$ cat src/rtl/ibuffer.sv
// Instruction buffer between fetch and decode: circular FIFO that accepts up to
// two instructions per cycle and presents one head instruction per cycle.
module ibuffer #(
  parameter int unsigned DEPTH = 8,
  parameter int unsigned PTR_W = 3
) (
  input  logic               clock,
  input  logic               reset_n,
  input  logic               flush,
  input  logic               fetch_valid,
  input  logic [1:0]         fetch_mask,
  input  logic [31:0]        fetch_instr0,
  input  logic [31:0]        fetch_instr1,
  input  logic [47:0]        fetch_pc,
  output logic               fetch_ready,
  input  logic               dec_ready,
  output logic               ibuffer_instr_valid,
  output logic [31:0]        ibuffer_inst_out,
  output logic [47:0]        ibuffer_pc_out,
  output logic [PTR_W:0]     ibuffer_count
);

  localparam int unsigned CNT_W = PTR_W + 1;

  logic [31:0]      instr_mem [DEPTH];
  logic [47:0]      pc_mem    [DEPTH];
  logic [PTR_W-1:0] head_ptr;
  logic [PTR_W-1:0] tail_ptr;
  logic [PTR_W-1:0] tail_plus1;
  logic [CNT_W-1:0] count;
  logic [CNT_W-1:0] enq_num;
  logic             not_empty;
  logic             enq;
  logic             deq;
  logic [47:0]      pc_plus4;
  logic [31:0]      slot0_instr;
  logic [47:0]      slot0_pc;

  // Handshakes: flush suppresses both sides in its own cycle.
  assign not_empty           = (count != '0);
  assign fetch_ready         = (count <= CNT_W'(DEPTH - 2)) && !flush;
  assign ibuffer_instr_valid = not_empty && !flush;
  assign enq                 = fetch_valid && fetch_ready;
  assign deq                 = ibuffer_instr_valid && dec_ready;
  assign enq_num             = enq ? (CNT_W'(fetch_mask[0]) + CNT_W'(fetch_mask[1])) : '0;

  // Compaction: the first valid slot always lands at tail, instr1 follows when both valid.
  assign pc_plus4    = fetch_pc + 48'd4;
  assign slot0_instr = fetch_mask[0] ? fetch_instr0 : fetch_instr1;
  assign slot0_pc    = fetch_mask[0] ? fetch_pc : pc_plus4;
  assign tail_plus1  = tail_ptr + PTR_W'(1);

  assign ibuffer_count    = count;
  assign ibuffer_inst_out = not_empty ? instr_mem[head_ptr] : 32'd0;
  assign ibuffer_pc_out   = not_empty ? pc_mem[head_ptr] : 48'd0;

  // Entry storage carries no reset; occupancy gates all reads.
  always_ff @(posedge clock) begin
    if (enq && (fetch_mask != 2'b00)) begin
      instr_mem[tail_ptr] <= slot0_instr;
      pc_mem[tail_ptr]    <= slot0_pc;
    end
    if (enq && (fetch_mask == 2'b11)) begin
      instr_mem[tail_plus1] <= fetch_instr1;
      pc_mem[tail_plus1]    <= pc_plus4;
    end
  end

  always_ff @(posedge clock or negedge reset_n) begin
    if (!reset_n) begin
      head_ptr <= '0;
      tail_ptr <= '0;
      count    <= '0;
    end else if (flush) begin
      head_ptr <= '0;
      tail_ptr <= '0;
      count    <= '0;
    end else begin
      tail_ptr <= tail_ptr + PTR_W'(enq_num);
      if (deq) begin
        head_ptr <= head_ptr + PTR_W'(1);
      end
      count <= count + enq_num - CNT_W'(deq);
    end
  end

endmodule

$ cat config.mk
export PLATFORM = sky130hd
export DESIGN_NAME = ibuffer
export DESIGN_NICKNAME = d
export VERILOG_FILES = /design/src/rtl/ibuffer.sv
export SDC_FILE = /design/constraint.sdc
export NUM_CORES = 1
export LEC_CHECK = 0
export ABC_AREA = 1
export BUFFER_PORTS_ARGS = -buffer_cell sky130_fd_sc_hd__buf_4
export CAP_MARGIN = 20
export CORE_MARGIN = 4
export CORE_UTILIZATION = 46
export CTS_BUF_LIST = sky130_fd_sc_hd__clkbuf_2
export CTS_CLUSTER_DIAMETER = 200
export DETAILED_ROUTE_END_ITERATION = 10
export PLACE_DENSITY = 0.74
export SLEW_MARGIN = 20
export SYNTH_ARGS = -nofsm -noshare
export SYNTH_HDL_FRONTEND = slang
export SYNTH_SLANG_ARGS = --single-unit
export TNS_END_PERCENT = 1
$ cat constraint.sdc
create_clock -name clock -period 10.8 [get_ports clock]
set_input_delay 2.16 -clock clock [delete_from_list [all_inputs] [get_ports clock]]
set_output_delay 2.16 -clock clock [all_outputs]
set_load 0.02 [all_outputs]
==> results.json <==
{
  "slew_headroom_pct": 23.9,
  "dp_worst_setup_slack_ns": 4.89,
  "post_cts.repair.setup_buffers": 0,
  "mappedNetlistArea_um2": 35500,
  "num_vias": 31500,
  "ys_ff_latch": 650,
  "timing_hold_violations_final": 0,
  "synth_cell_type_count": 41,
  "fin_crit_sh_pct": 65.2,
  "cts_max_level": 4,
  "placed_cells": 5029,
  "min_period_ns": 7.04,
  "row_count": 101,
  "required_ns": 8.64,
  "nets": 4305,
  "n_fill_cell": 7060,
  "floorplan.io_pins": 205,
  "cp_cell_sequence": "inv_8 -> buf_4 -> nor2_1 -> o32ai_1 -> o21ai_0 -> nor2_1 -> buf_4",
  "critical_path.max_stage_delay_ns": 0.97,
  "skew_ns": 0.117,
  "detailed_place_hpwl_mm": 62.2,
  "grt_use_total_pct": 26.9,
  "power.total_mw": 7.21,
  "critical_path_class": "reg2out",
  "grt.overflow.total": 0,
  "fp.coreArea_um2": 76200,
  "cts-root-buf": "sky130_fd_sc_hd__clkbuf_2",
  "critical_path_arrival_ns": 4.88,
  "timing.critical_path.fanout_max": 136,
  "drt_drc_violations_left": 0,
  "port_buffers": 204,
  "first_pass_iters": 6,
  "fmaxAchievable_mhz": 142,
  "layoutNonFillerInstCount": 5322,
  "drt_wl_total_mm": 113,
  "cap_viol_max_count": 0,
  "min_path_type": "in2async",
  "clk_pin_slew_ns": 0.10,
  "chipHeight_um": 286,
  "clkLatencyLatePin_ns": 1.35,
  "floorplan.die.width_um": 286,
  "first_pass_grt_wire_length_mm": 170,
  "wire_per_inst_um": 21.2,
  "status": "complete, no violations",
  "count_of_nets_left_with_antenna_violations_after_detail_routing": 0,
  "tightest_slew_ns": 1.14,
  "worstSetupEndpointType": "output port",
  "number_of_max_slew_violations_in_the_final_report": 0,
  "post_synth.cell_area_avg_um2": 8.77,
  "clock_path_buffers": 3,
  "crit_path_top_delay_cell": "sky130_fd_sc_hd__buf_4",
  "post_synth_inst_count": 4048,
  "drive_gt1_share_pct": 13.7,
  "place_congestion": 0.901,
  "leakage_nw": 15.5,
  "grt_start_max_net_pins": 197,
  "power_per_cell_area_nw_per_um2": 185,
  "fp.dieArea_um2": 81700,
  "grt_setup_unrepaired": "no",
  "cts-resized-gates": 0,
  "grt_antenna_before_repair": 4,
  "timing.final.setup_violations": 0,
  "reg2regPathDepth": 9,
  "setup-tns-final_ns": 0,
  "synthesis.nets": 4182,
  "detailed_route_vias_per_instance": 5.93,
  "floorplan.initialDensity_pct": 46.6,
  "holdBufCountCts": 0,
  "max-vdd-ir-drop_mv": 0.157,
  "drt_iter0_drc": 3876,
  "cts_tree": "built",
  "layout_setup_ws_ns": 3.76,
  "startpoint_class": "flip-flop",
  "yosys_warning_total": 0,
  "first_global_vias": 29700,
  "cts_sink_count": 650,
  "areaGrowthSynthToFinish_pct": 9.60,
  "cts_inserted_buffers": 170,
  "synth_seq_area_share_pct": 54.9
}
area by class of cell:
class                   count  area, µm²  share of cell area [%]
diodes                      3       7.51                  0.0193
clock buffers             243       1220                    3.13
clock inverters            47        332                   0.852
inverters                 135        515                    1.33
multi-input cells        2974      14200                    36.6
flip-flops and latches    650      19500                    50.1
well taps                1030       1290                    3.31
repair buffers            240       1830                    4.70
placed cells by master (no fill, tap or decap), types with 3 or more instances in the layout:
cell type	Yosys	final
sky130_fd_sc_hd__nand2_2	15	15
sky130_fd_sc_hd__nand3_1	361	360
sky130_fd_sc_hd__clkinv_1	8	38
sky130_fd_sc_hd__nand2_1	854	854
sky130_fd_sc_hd__o21ai_2	3	3
sky130_fd_sc_hd__inv_2	5	8
sky130_fd_sc_hd__ha_1	13	13
sky130_fd_sc_hd__a21oi_1	3	3
sky130_fd_sc_hd__inv_6	0	4
sky130_fd_sc_hd__dfrtp_4	0	3
sky130_fd_sc_hd__buf_4	9	238
sky130_fd_sc_hd__xor2_1	4	4
sky130_fd_sc_hd__nand4_1	15	15
sky130_fd_sc_hd__o21ai_1	124	124
sky130_fd_sc_hd__dfrtp_1	10	7
sky130_fd_sc_hd__inv_8	0	3
sky130_fd_sc_hd__inv_1	122	120
sky130_fd_sc_hd__o32ai_1	160	160
sky130_fd_sc_hd__diode_2	0	3
sky130_fd_sc_hd__xnor2_1	5	5
sky130_fd_sc_hd__xor2_2	4	4
sky130_fd_sc_hd__edfxtp_1	640	640
sky130_fd_sc_hd__nor2_4	9	9
sky130_fd_sc_hd__o21ai_4	0	8
sky130_fd_sc_hd__nor2_2	6	6
sky130_fd_sc_hd__nand3_2	8	8
sky130_fd_sc_hd__and2_0	7	7
sky130_fd_sc_hd__nor2_8	3	3
sky130_fd_sc_hd__bufinv_16	0	4
sky130_fd_sc_hd__nand2_4	13	13
sky130_fd_sc_hd__nor2_1	713	713
sky130_fd_sc_hd__xor2_4	4	4
sky130_fd_sc_hd__o21ai_0	639	631
sky130_fd_sc_hd__clkbuf_2	23	243
through the flow:
stage / cell area (µm²) / utilization (%) / hold slack [ns]
2_1_floorplan: 35500 / - / 0.562
3_3_place_gp: 37300 / 49.0 / 0.638
3_5_place_dp: 37300 / 49.0 / 0.638
4_1_cts: 38900 / 51.0 / 0.447
5_1_grt: 38900 / 51.0 / 0.500
6_report: 38900 / 51.0 / 0.617
synthesized netlist by cell type (all sizes together):
library cell	instances	area, µm²
o21ai	766	3840
a21o	1	7.51
xor2	12	210
clkbuf	155	611
and2	8	50.1
o22ai	1	6.26
ha	13	163
nor2	731	2880
o32ai	160	1400
nor3	1	5.00
fa	2	40.0
xnor2	5	43.8
a31oi	1	6.26
or2	2	12.5
dfrtp	10	250
o21a	1	7.51
nand4	15	93.8
edfxtp	640	19200
buf	134	776
inv	127	477
nand2	882	3450
clkinv	8	30.0
nand3	369	1890
a21oi	4	31.3
where the power goes:
part           internal, mW  switching, mW
clock                 0.708           1.05
sequential             2.86         0.0582
combinational         0.828           1.70
total                  4.40           2.81
metal layers:
| metal | vias up | GRT usage (%) | share of wire (%) |
|---|---|---|---|
| li1 | 14500 | - | - |
| met1 | 14800 | 34.9 | 37 |
| met2 | 1953 | 44.2 | 47 |
| met3 | 301 | 4.98 | 12 |
| met4 | 4 | 11.7 | 3.8 |
| met5 | - | 0 | 0.024 |
critical path: cells and delay by family (launching register included):
kind                   cells  cell delay (ns)
buffers and inverters      3             1.82
DFF                        1             0.67
and+or+nand+nor            2             0.51
AOI/OAI and AO/OA          2             0.37
path summary, 6_finish.rpt:
| path | slack, ns | start | end |
|---|---|---|---|
| worst max-delay path | 3.76 | head_ptr[0]$_DFFE_PN0P_ | ibuffer_pc_out[11] |
| worst min-delay path | 0.62 | reset_n | tail_ptr[0]$_DFF_PN0_ |
| worst max register to register | 6.59 | tail_ptr[0]$_DFF_PN0_ | pc_mem[1][44]$_DFFE_PP_ |
| worst min register to register | 0.66 | tail_ptr[2]$_DFF_PN0_ | tail_ptr[2]$_DFF_PN0_ |
| max in group asynchronous | 10.02 | reset_n | head_ptr[2]$_DFFE_PN0P_ |
| min in group clock | 0.66 | tail_ptr[2]$_DFF_PN0_ | tail_ptr[2]$_DFF_PN0_ |
sequential cells by signal, summed over array words and instances, names as in the netlist:
| register | count |
|---|---|
| head_ptr | 3 |
| pc_mem | 384 |
| ibuffer_count | 4 |
| tail_ptr | 3 |
| instr_mem | 256 |
cells by family after synthesis:
logic type                 Yosys count  share of synthesized area, %
AOI/OAI and AO/OA                  934                          14.9
xor gates and xnor gates            17                         0.716
DFF                                650                          54.9
and+or+nand+nor                   2008                          23.6
buffers and inverters              424                          5.33
adders and majority gates           15                         0.571
No activity file was read; power rests on OpenSTA's default activity.
